### src/rtl/adc_pkg.sv
// Shared types and constants for the ADC request scheduler.
package adc_pkg;

  localparam int ADC_DW          = 8;
  localparam int DEF_MIN_GAP     = 50;
  localparam int DEF_TIMEOUT_CYC = 2000;
  localparam int GAP_CW          = 10;
  localparam int WDOG_W          = 16;

  typedef enum logic [2:0] {
    IDLE      = 3'd0,
    START     = 3'd1,
    WAIT_DONE = 3'd2,
    DELIVER   = 3'd3,
    GAP       = 3'd4
  } sched_state_e;

endpackage

### src/rtl/adc_req_scheduler_rr_arbiter.sv
// Combinational round-robin pick: first set request at or above ptr_i, wrapping.
module rr_arbiter #(
  parameter int NUM_REQ = 3,
  parameter int IW      = $clog2(NUM_REQ)
) (
  input  logic [NUM_REQ-1:0] req_i,
  input  logic [IW-1:0]      ptr_i,
  output logic [NUM_REQ-1:0] gnt_o,
  output logic [IW-1:0]      idx_o,
  output logic               valid_o
);

  logic [IW-1:0] cand;

  function automatic int wrap_idx(input int base, input int off);
    int s;
    s = base + off;
    return (s >= NUM_REQ) ? s - NUM_REQ : s;
  endfunction

  always_comb begin
    gnt_o   = '0;
    idx_o   = '0;
    valid_o = 1'b0;
    cand    = '0;
    for (int i = 0; i < NUM_REQ; i++) begin
      cand = IW'(wrap_idx(int'(ptr_i), i));
      if (!valid_o && req_i[cand]) begin
        valid_o     = 1'b1;
        idx_o       = cand;
        gnt_o[cand] = 1'b1;
      end
    end
  end

endmodule

### src/rtl/adc_req_scheduler.sv
// Round-robin scheduler sharing one serial ADC engine among NUM_REQ clients.
// Optional conversion watchdog enabled by defining ADC_SCHED_TIMEOUT_EN.
module adc_req_scheduler
  import adc_pkg::*;
#(
  parameter int NUM_REQ     = 3,
  parameter int MIN_GAP     = DEF_MIN_GAP,
  parameter int TIMEOUT_CYC = DEF_TIMEOUT_CYC
) (
  input  logic              CLK_50M,
  input  logic              RST,
  input  logic [NUM_REQ-1:0] req,
  output logic              conv_start,
  input  logic              conv_done,
  input  logic [ADC_DW-1:0] conv_data,
  output logic [NUM_REQ-1:0] ack,
  output logic [ADC_DW-1:0] rd_data,
  output logic              rd_err,
  output logic [ADC_DW-1:0] last_sample,
  output logic              busy
);

  localparam int IW = $clog2(NUM_REQ);

  sched_state_e       state_q, state_d;
  logic [IW-1:0]      gnt_idx_q, gnt_idx_d;
  logic [NUM_REQ-1:0] gnt_oh_q, gnt_oh_d;
  logic [IW-1:0]      rr_ptr_q, rr_ptr_d;
  logic [GAP_CW-1:0]  gap_cnt_q, gap_cnt_d;
  logic               conv_start_q, conv_start_d;
  logic [NUM_REQ-1:0] ack_q, ack_d;
  logic [ADC_DW-1:0]  rd_data_q, rd_data_d;
  logic [ADC_DW-1:0]  last_sample_q, last_sample_d;
  logic               busy_q, busy_d;

  logic [NUM_REQ-1:0] arb_gnt;
  logic [IW-1:0]      arb_idx;
  logic               arb_valid;

`ifdef ADC_SCHED_TIMEOUT_EN
  logic [WDOG_W-1:0]  wdog_q, wdog_d;
  logic               rd_err_q, rd_err_d;
`endif

  rr_arbiter #(
    .NUM_REQ (NUM_REQ),
    .IW      (IW)
  ) u_arb (
    .req_i   (req),
    .ptr_i   (rr_ptr_q),
    .gnt_o   (arb_gnt),
    .idx_o   (arb_idx),
    .valid_o (arb_valid)
  );

  // Outputs are registered, so ack/rd_data are computed on the edge that leaves WAIT_DONE
  // and are therefore visible during the DELIVER cycle.
  always_comb begin
    state_d       = state_q;
    gnt_idx_d     = gnt_idx_q;
    gnt_oh_d      = gnt_oh_q;
    rr_ptr_d      = rr_ptr_q;
    gap_cnt_d     = '0;
    conv_start_d  = 1'b0;
    ack_d         = '0;
    rd_data_d     = '0;
    last_sample_d = last_sample_q;
`ifdef ADC_SCHED_TIMEOUT_EN
    wdog_d        = '0;
    rd_err_d      = 1'b0;
`endif
    case (state_q)
      IDLE: begin
        if (arb_valid) begin
          gnt_idx_d    = arb_idx;
          gnt_oh_d     = arb_gnt;
          conv_start_d = 1'b1;
          state_d      = START;
        end
      end
      START: begin
`ifdef ADC_SCHED_TIMEOUT_EN
        wdog_d  = WDOG_W'(1);
`endif
        state_d = WAIT_DONE;
      end
      WAIT_DONE: begin
`ifdef ADC_SCHED_TIMEOUT_EN
        wdog_d = wdog_q + WDOG_W'(1);
`endif
        if (conv_done) begin
          last_sample_d = conv_data;
          ack_d         = gnt_oh_q & req;
          rd_data_d     = (|(gnt_oh_q & req)) ? conv_data : '0;
          state_d       = DELIVER;
        end
`ifdef ADC_SCHED_TIMEOUT_EN
        else if (wdog_q == WDOG_W'(TIMEOUT_CYC)) begin
          ack_d    = gnt_oh_q & req;
          rd_err_d = |(gnt_oh_q & req);
          state_d  = DELIVER;
        end
`endif
      end
      DELIVER: begin
        rr_ptr_d = (gnt_idx_q == IW'(NUM_REQ - 1)) ? '0 : gnt_idx_q + IW'(1);
        state_d  = GAP;
      end
      GAP: begin
        if (gap_cnt_q == GAP_CW'(MIN_GAP - 1)) begin
          state_d = IDLE;
        end else begin
          gap_cnt_d = gap_cnt_q + GAP_CW'(1);
        end
      end
      default: state_d = IDLE;
    endcase
    busy_d = (state_d != IDLE);
  end

  always_ff @(posedge CLK_50M) begin
    if (RST) begin
      state_q       <= IDLE;
      gnt_idx_q     <= '0;
      gnt_oh_q      <= '0;
      rr_ptr_q      <= '0;
      gap_cnt_q     <= '0;
      conv_start_q  <= 1'b0;
      ack_q         <= '0;
      rd_data_q     <= '0;
      last_sample_q <= '0;
      busy_q        <= 1'b0;
    end else begin
      state_q       <= state_d;
      gnt_idx_q     <= gnt_idx_d;
      gnt_oh_q      <= gnt_oh_d;
      rr_ptr_q      <= rr_ptr_d;
      gap_cnt_q     <= gap_cnt_d;
      conv_start_q  <= conv_start_d;
      ack_q         <= ack_d;
      rd_data_q     <= rd_data_d;
      last_sample_q <= last_sample_d;
      busy_q        <= busy_d;
    end
  end

`ifdef ADC_SCHED_TIMEOUT_EN
  always_ff @(posedge CLK_50M) begin
    if (RST) begin
      wdog_q   <= '0;
      rd_err_q <= 1'b0;
    end else begin
      wdog_q   <= wdog_d;
      rd_err_q <= rd_err_d;
    end
  end

  assign rd_err = rd_err_q;
`else
  assign rd_err = 1'b0;
`endif

  assign conv_start  = conv_start_q;
  assign ack         = ack_q;
  assign rd_data     = rd_data_q;
  assign last_sample = last_sample_q;
  assign busy        = busy_q;

endmodule

### config.mk
export PLATFORM = sky130hd
export DESIGN_NAME = adc_req_scheduler
export DESIGN_NICKNAME = d
export VERILOG_FILES = /design/src/rtl/adc_pkg.sv /design/src/rtl/adc_req_scheduler_rr_arbiter.sv /design/src/rtl/adc_req_scheduler.sv
export SDC_FILE = /design/constraint.sdc
export NUM_CORES = 1
export LEC_CHECK = 0
export ABC_CLOCK_PERIOD_IN_PS = 2600
export CAP_MARGIN = 10
export CORE_UTILIZATION = 35
export DETAILED_ROUTE_END_ITERATION = 8
export DONT_BUFFER_PORTS = 1
export PLACE_DENSITY = 0.6
export SYNTH_ARGS = -nofsm -noshare
export SYNTH_HDL_FRONTEND = slang
export SYNTH_SLANG_ARGS = --single-unit
### constraint.sdc
create_clock -name CLK_50M -period 2.6 [get_ports CLK_50M]
set_input_delay 0.13 -clock CLK_50M [delete_from_list [all_inputs] [get_ports CLK_50M]]
set_output_delay 0.13 -clock CLK_50M [all_outputs]
set_load 0.01 [all_outputs]
# Word level (Yosys, flattened, before mapping)
# Cells that the tools add are included.
[word_totals]
reg_bits = 41
input_bits = 14
out_inout_bits = 22
word_cells = 86
[classes]
n_addsub = 7
n_lt_le_gt_ge = 9
eq_ne = 6
muxes = 30
bitwise_logic = 8
reduce_logical = 16
[ops]
columns = ["operator", "n"]
rows = [
  ["$mux 3", 6],
  ["$pmux 3 s5", 1],
  ["$mux 2", 7],
  ["$add 10x1->10 const B", 1],
  ["$eq 10x6->1 const B", 1],
  ["$mux 1", 10],
  ["$lt 2x3->1 const B", 3],
  ["$reduce_or 3->1", 3],
  ["$bmux 1 s2", 3],
  ["$demux 1 s2", 3],
  ["$eq 3x2->1 const B", 2],
  ["$ge 2x1->1 const B", 3],
  ["$ge 3x2->1 const B", 2],
  ["$or 3x3->3", 2],
  ["$logic_and 1x1->1", 5],
  ["$not 1->1", 5],
  ["$reduce_and 2->1", 2],
  ["$reduce_or 4->1", 1],
  ["$sub 2x1->2 const B", 2],
  ["$add 2x1->3 const B", 1],
  ["$add 2x2->3 const B", 1],
  ["$and 3x3->3", 1],
  ["$eq 3x1->1 const B", 1],
  ["$eq 3x3->1 const B", 1],
  ["8 further kinds", 9],
]

# Longest topological paths before layout
[depth]
word_depth = 14
ltp_mapped = 8
mapped_depth_nobuf = 7

# Hierarchy
# From an unflattened synthesis, not the netlist that was laid out.
[unflattened]
hier_cells = 210
hier_area_um2 = 1869.3
[modules_own_cells]
columns = ["mod", "instances", "cells_per_inst", "area_per_inst_um2", "seq_area_each_um2"]
rows = [
  ["adc_req_scheduler", 1, 158, 1522.7, 820.8],
  ["rr_arbiter", 1, 52, 346.6, 0.0],
]

# Least setup slack after synthesis
# Ideal clock, no wire load.
[synth_timing]
path_kind = "register to register"
startpoint = "register rr_ptr_q[0]"
endpoint = "register gnt_oh_q[0]"
setup_time_ps = 122
arrival_ps = 1913
required_time_ps = 2478
path_slack_ps = 565
path_stages_with_launch = 9
path_buffers = 1
synth_period_minus_slack_ps = 2035
cell_sequence = "dfxtp_1 > inv_1 > ha_1 > buf_6 > a22o_1 > a211o_1 > a22oi_4 > a2111oi_1 > a311o_1"
[synth_via]
elab_chain_cells = 12
elab_cells_between_ends = 45
cone_classes = "add/sub (5); order compare (9); mux (21); bitwise (2); reduce/logical (8)"
[synth_lines]
columns = ["item", "line_no", "rtl"]
rows = [
  ["start: declaration", "adc_req_scheduler.sv:28", "logic [IW-1:0] rr_ptr_q, rr_ptr_d;"],
  ["start signal: assignment", "adc_req_scheduler.sv:137", "rr_ptr_q <= rr_ptr_d;"],
  ["branches (longest 12 deep; another with $add 2x1->3)", "n/a", ""],
  ["end signal: assignment", "adc_req_scheduler.sv:136", "gnt_oh_q <= gnt_oh_d;"],
  ["end: declaration", "adc_req_scheduler.sv:27", "logic [NUM_REQ-1:0] gnt_oh_q, gnt_oh_d;"],
]
# Several ways; the timed one is not identified. The select of a mux whose other input is x is not followed.
# A chain may end at the register's enable or synchronous reset.

# Final worst setup path
# Same ends and word-level chain as after synthesis.

==> run summary <==
The flow ran to the end, and the final reports show no timing, DRC or antenna violations. The power after layout is 1780 uW, and the sum of negative setup slack is 0 ns. In this run, CTS created clock tree buffers numbering 5. The horizontal die dimension came out at 73.2 um.

In the synthesized netlist, the cells that appear most often are sky130_fd_sc_hd__dfxtp_1 (41), sky130_fd_sc_hd__nand2_1 (26), sky130_fd_sc_hd__nor2_1 (21), sky130_fd_sc_hd__a21oi_1 (13), sky130_fd_sc_hd__and2_1 (9). In this run the mean area of a mapped cell was 9.00 um^2. Cell family contributing the most delay on the critical path: compound AO/OA/AOI/OAI gates. At the pin with the least slew margin, the transition time is 0.658 ns. The half-perimeter wire length of the detailed placement result is 2390 um, and the wire length per cell after detailed routing is 12.5 um.

Synthesis produced 197 cells. The count of buffering cells on the critical path with inverters included works out to 1. The layout has 462 filler cells. Data on the critical path arrives at its endpoint at 2.41 ns. The largest clock skew in the final design is 0.00535 ns. The final critical-path required period is 2.23 ns. The final net count was 229; the via count of the routed design was 1341. Input and output buffers added on the ports amount to 0.

The synthesized netlist occupies a cell area of 0.00177 mm^2. The number of enable flip-flop cells after synthesis is 0, and the floorplan die area is 0.00535 mm^2. TritonCTS built the clock tree. Final-report hold violation count: 0.

Synthesis instantiated 44 different standard cells from the library. The share of Yosys cell area claimed by the top area cell type works out to 46.3%. Share of synthesized area occupied by flip-flops and latches: 46.3%.

In this run the standard cell core region covers 0.00479 mm^2. The min-delay analysis places its worst path in the category input pin to flip-flop. The number of standard cells in the final layout excluding fillers is 277, and the final number of setup-violating endpoints is 0.

The die is 73.2 um tall. The run gives 36 as the number of I/O pins. On the worst path, the slowest cell contributes a delay of 0.41 ns. The number of violations of the max-capacitance limit was 0; the post-detailed-route DRC marker count was 0. The CTS clock-pin slew for the worst setup and hold paths is 0.08 ns.

Cells with a size suffix above 1 make up 7.14% of the layout. The root buffer cell was sky130_fd_sc_hd__clkbuf_8. After synthesis the netlist holds a flip-flop and latch count of 41.

The final cycle utilization of the critical path is 85.6%, and the maximum vdd drop is 293 uV. The initial utilization of the core area, before any placement, comes to 37.0%. The worst setup path is captured at a flip-flop.

For this design, the sink count on the clock tree is 41. The growth of design area from synthesis to finish was 16.1%; the buffer levels on the longest clock path was 2. The detailed router finished its first iteration with 58 violations. The total overflow left after global routing is 0. For this run, the total global-route usage over all layers was measured as 14.2%. For the required time of the critical path, the log shows 2.78 ns. 0 antenna diodes ended up in the layout. The pre-antenna-repair detailed-routing pass consisted of 4 iterations.

The number of global-route vias before repair was 1280. Setup repair after global routing left no endpoint under its margin. The detail route stage leaves a number of antenna-violating nets equal to 0.

The number of nets in the synthesized netlist is 217. The tools report the number of gates resized after CTS as 0. The sequential cell area in the final layout is 821 um^2.

Counting flops with an async set or reset pin after synthesis yields a share of 0%. The biggest area contributor in the post-synthesis netlist is sky130_fd_sc_hd__dfxtp_1. Power per cell area: 863 mW/mm^2.

The tools report the instance count after placement with tap cells included as 256. Entering global routing, the biggest net connects 18 pins. sky130_fd_sc_hd__dfxtp_1 is the most common cell in the netlist. Wires add up to 3470 um.

The tools report the worst slew slack as a fraction of its limit as 56.0%. The tools report the initial antenna violation count as 0. The worst setup path is launched from a flip-flop.

Routability-driven placement finished with a final weighted congestion of 0.768. Ranked by total cell area, the synthesized netlist is headed by sky130_fd_sc_hd__dfxtp_1 (46%), sky130_fd_sc_hd__nand2_1 (5.5%), sky130_fd_sc_hd__nor2_1 (4.4%). The CTS H-tree depth was 2. The number of pins with negative max-slew slack in the final report is 0, and the number of core rows is 25. The most used flip-flop cell after synthesis is sky130_fd_sc_hd__dfxtp_1. The tools report the maximum clock frequency as 449 MHz. The latest clock arrival within the worst-skew pair was 0.29 ns; the maximum net fanout on the critical path was 10. The warning count from the yosys run is 0. The signal on the critical path passes through inv_1 > ha_1 > a22o_1 > a211o_1 > a22oi_4 > a2111oi_1 > a311o_1. The first global-routing pass estimated 5730 um of wire.

Multi-input logic area: 873 um^2. For this design the static power due to leakage is 0.000740 uW. The average vias per placed instance was 4.84.

The slowest stage of the critical path is the sky130_fd_sc_hd__ha_1 cell. The tools report the worst hold slack after final layout as 0.0508 ns. The worst setup path is of the flip-flop to flip-flop kind.
==> metrics by stage <==
stage | util (%) | setup slack (ns) | cell area, um^2
3_3_place_gp | 37.8 | 0.445 | 1810
4_1_cts | 43.0 | 0.385 | 2060
2_1_floorplan | - | 0.565 | 1770
6_report | 43.0 | 0.373 | 2060
3_5_place_dp | 37.8 | 0.413 | 1810
5_1_grt | 43.0 | 0.245 | 2060
==> worst register-to-register path, stage by stage, from the launching register on <==
cell	delay [ns]
sky130_fd_sc_hd__dfxtp_1	0.38
sky130_fd_sc_hd__inv_1	0.08
sky130_fd_sc_hd__ha_1	0.41
sky130_fd_sc_hd__a22o_1	0.22
sky130_fd_sc_hd__a211o_1	0.33
sky130_fd_sc_hd__a22oi_4	0.28
sky130_fd_sc_hd__a2111oi_1	0.10
sky130_fd_sc_hd__a311o_1	0.33
==> repair_timing <==
item | CTS | global route
hold buffers | 13 | 0
hold endpoints to repair | 28 | 0
buffers inserted | 0 | 0
==> registers in the layout, indices dropped and copies added, names as in the netlist <==
| name | cells |
|---|---|
| gap_cnt_q | 10 |
| conv_start | 1 |
| state_q | 3 |
| gnt_oh_q | 3 |
| ack | 3 |
| rr_ptr_q | 2 |
| busy | 1 |
| last_sample | 8 |
| rd_data | 8 |
| gnt_idx_q | 2 |
==> kinds of logic after synthesis <==
| logic type | share of synthesized area [%] |
|---|---|
| AND/OR/NAND/NOR | 24.8 |
| flip-flops | 46.3 |
| AO/OA/AOI/OAI | 12.7 |
| buffers and inverters | 4.45 |
| XOR/XNOR | 4.45 |
| adder cells (fa/ha/maj) | 4.23 |
| multiplexers | 2.89 |
| other | 0.212 |
==> layer usage <==
metal  GRT usage, %  up-vias  wire (um)
met5              0        -          0
met4           5.23        0         25
met3           4.56        4        257
met2           22.7       52       1600
met1           17.6      595       1590
li1               -      690          -
==> area by class of cell <==
class                   instances  area share [%]
multi-input cells             141            42.4
flip-flops and latches         41            39.9
repair buffers                 14            6.69
well taps                      67            4.07
clock buffers                   6            4.01
clock inverters                 2            1.82
inverters                       6            1.09
==> final timing paths <==
check         startpoint     endpoint  slack, ns  depth (start not counted)
max          rr_ptr_q[0]  gnt_oh_q[0]       0.37                          7
min                  RST         busy       0.05                          2
max reg2reg  rr_ptr_q[0]  gnt_oh_q[0]       0.37                          7
min reg2reg  gnt_oh_q[2]       ack[2]       0.47                          2
==> power breakdown <==
| part | total (uW) | internal [uW] | leakage [uW] | switching [uW] |
|---|---|---|---|---|
| clock network | 531 | 312 | 0.0000574 | 219 |
| registers | 809 | 720 | 0.000333 | 89.4 |
| logic | 436 | 197 | 0.000350 | 238 |
==> layout by cell type, fill, tap and decap left out, drive strengths merged, types with 2 or more instances in the layout <==
master / synthesis / final
dfxtp: 41 / 41
nand2: 26 / 26
nor2: 21 / 21
a21oi: 13 / 13
dlygate4sd3: 0 / 13
and2: 9 / 9
nor3: 7 / 7
nand3: 7 / 7
inv: 6 / 6
ha: 6 / 6
clkbuf: 2 / 6
xor2: 5 / 5
nand2b: 5 / 5
xnor2: 4 / 4
mux2i: 4 / 4
a21boi: 3 / 3
nand4: 2 / 2
and3: 2 / 2
o21ai: 2 / 2
nand3b: 2 / 2
nor2b: 2 / 2
a221oi: 2 / 2
a31oi: 2 / 2
Note: power is estimated with default switching activity, not from simulation.
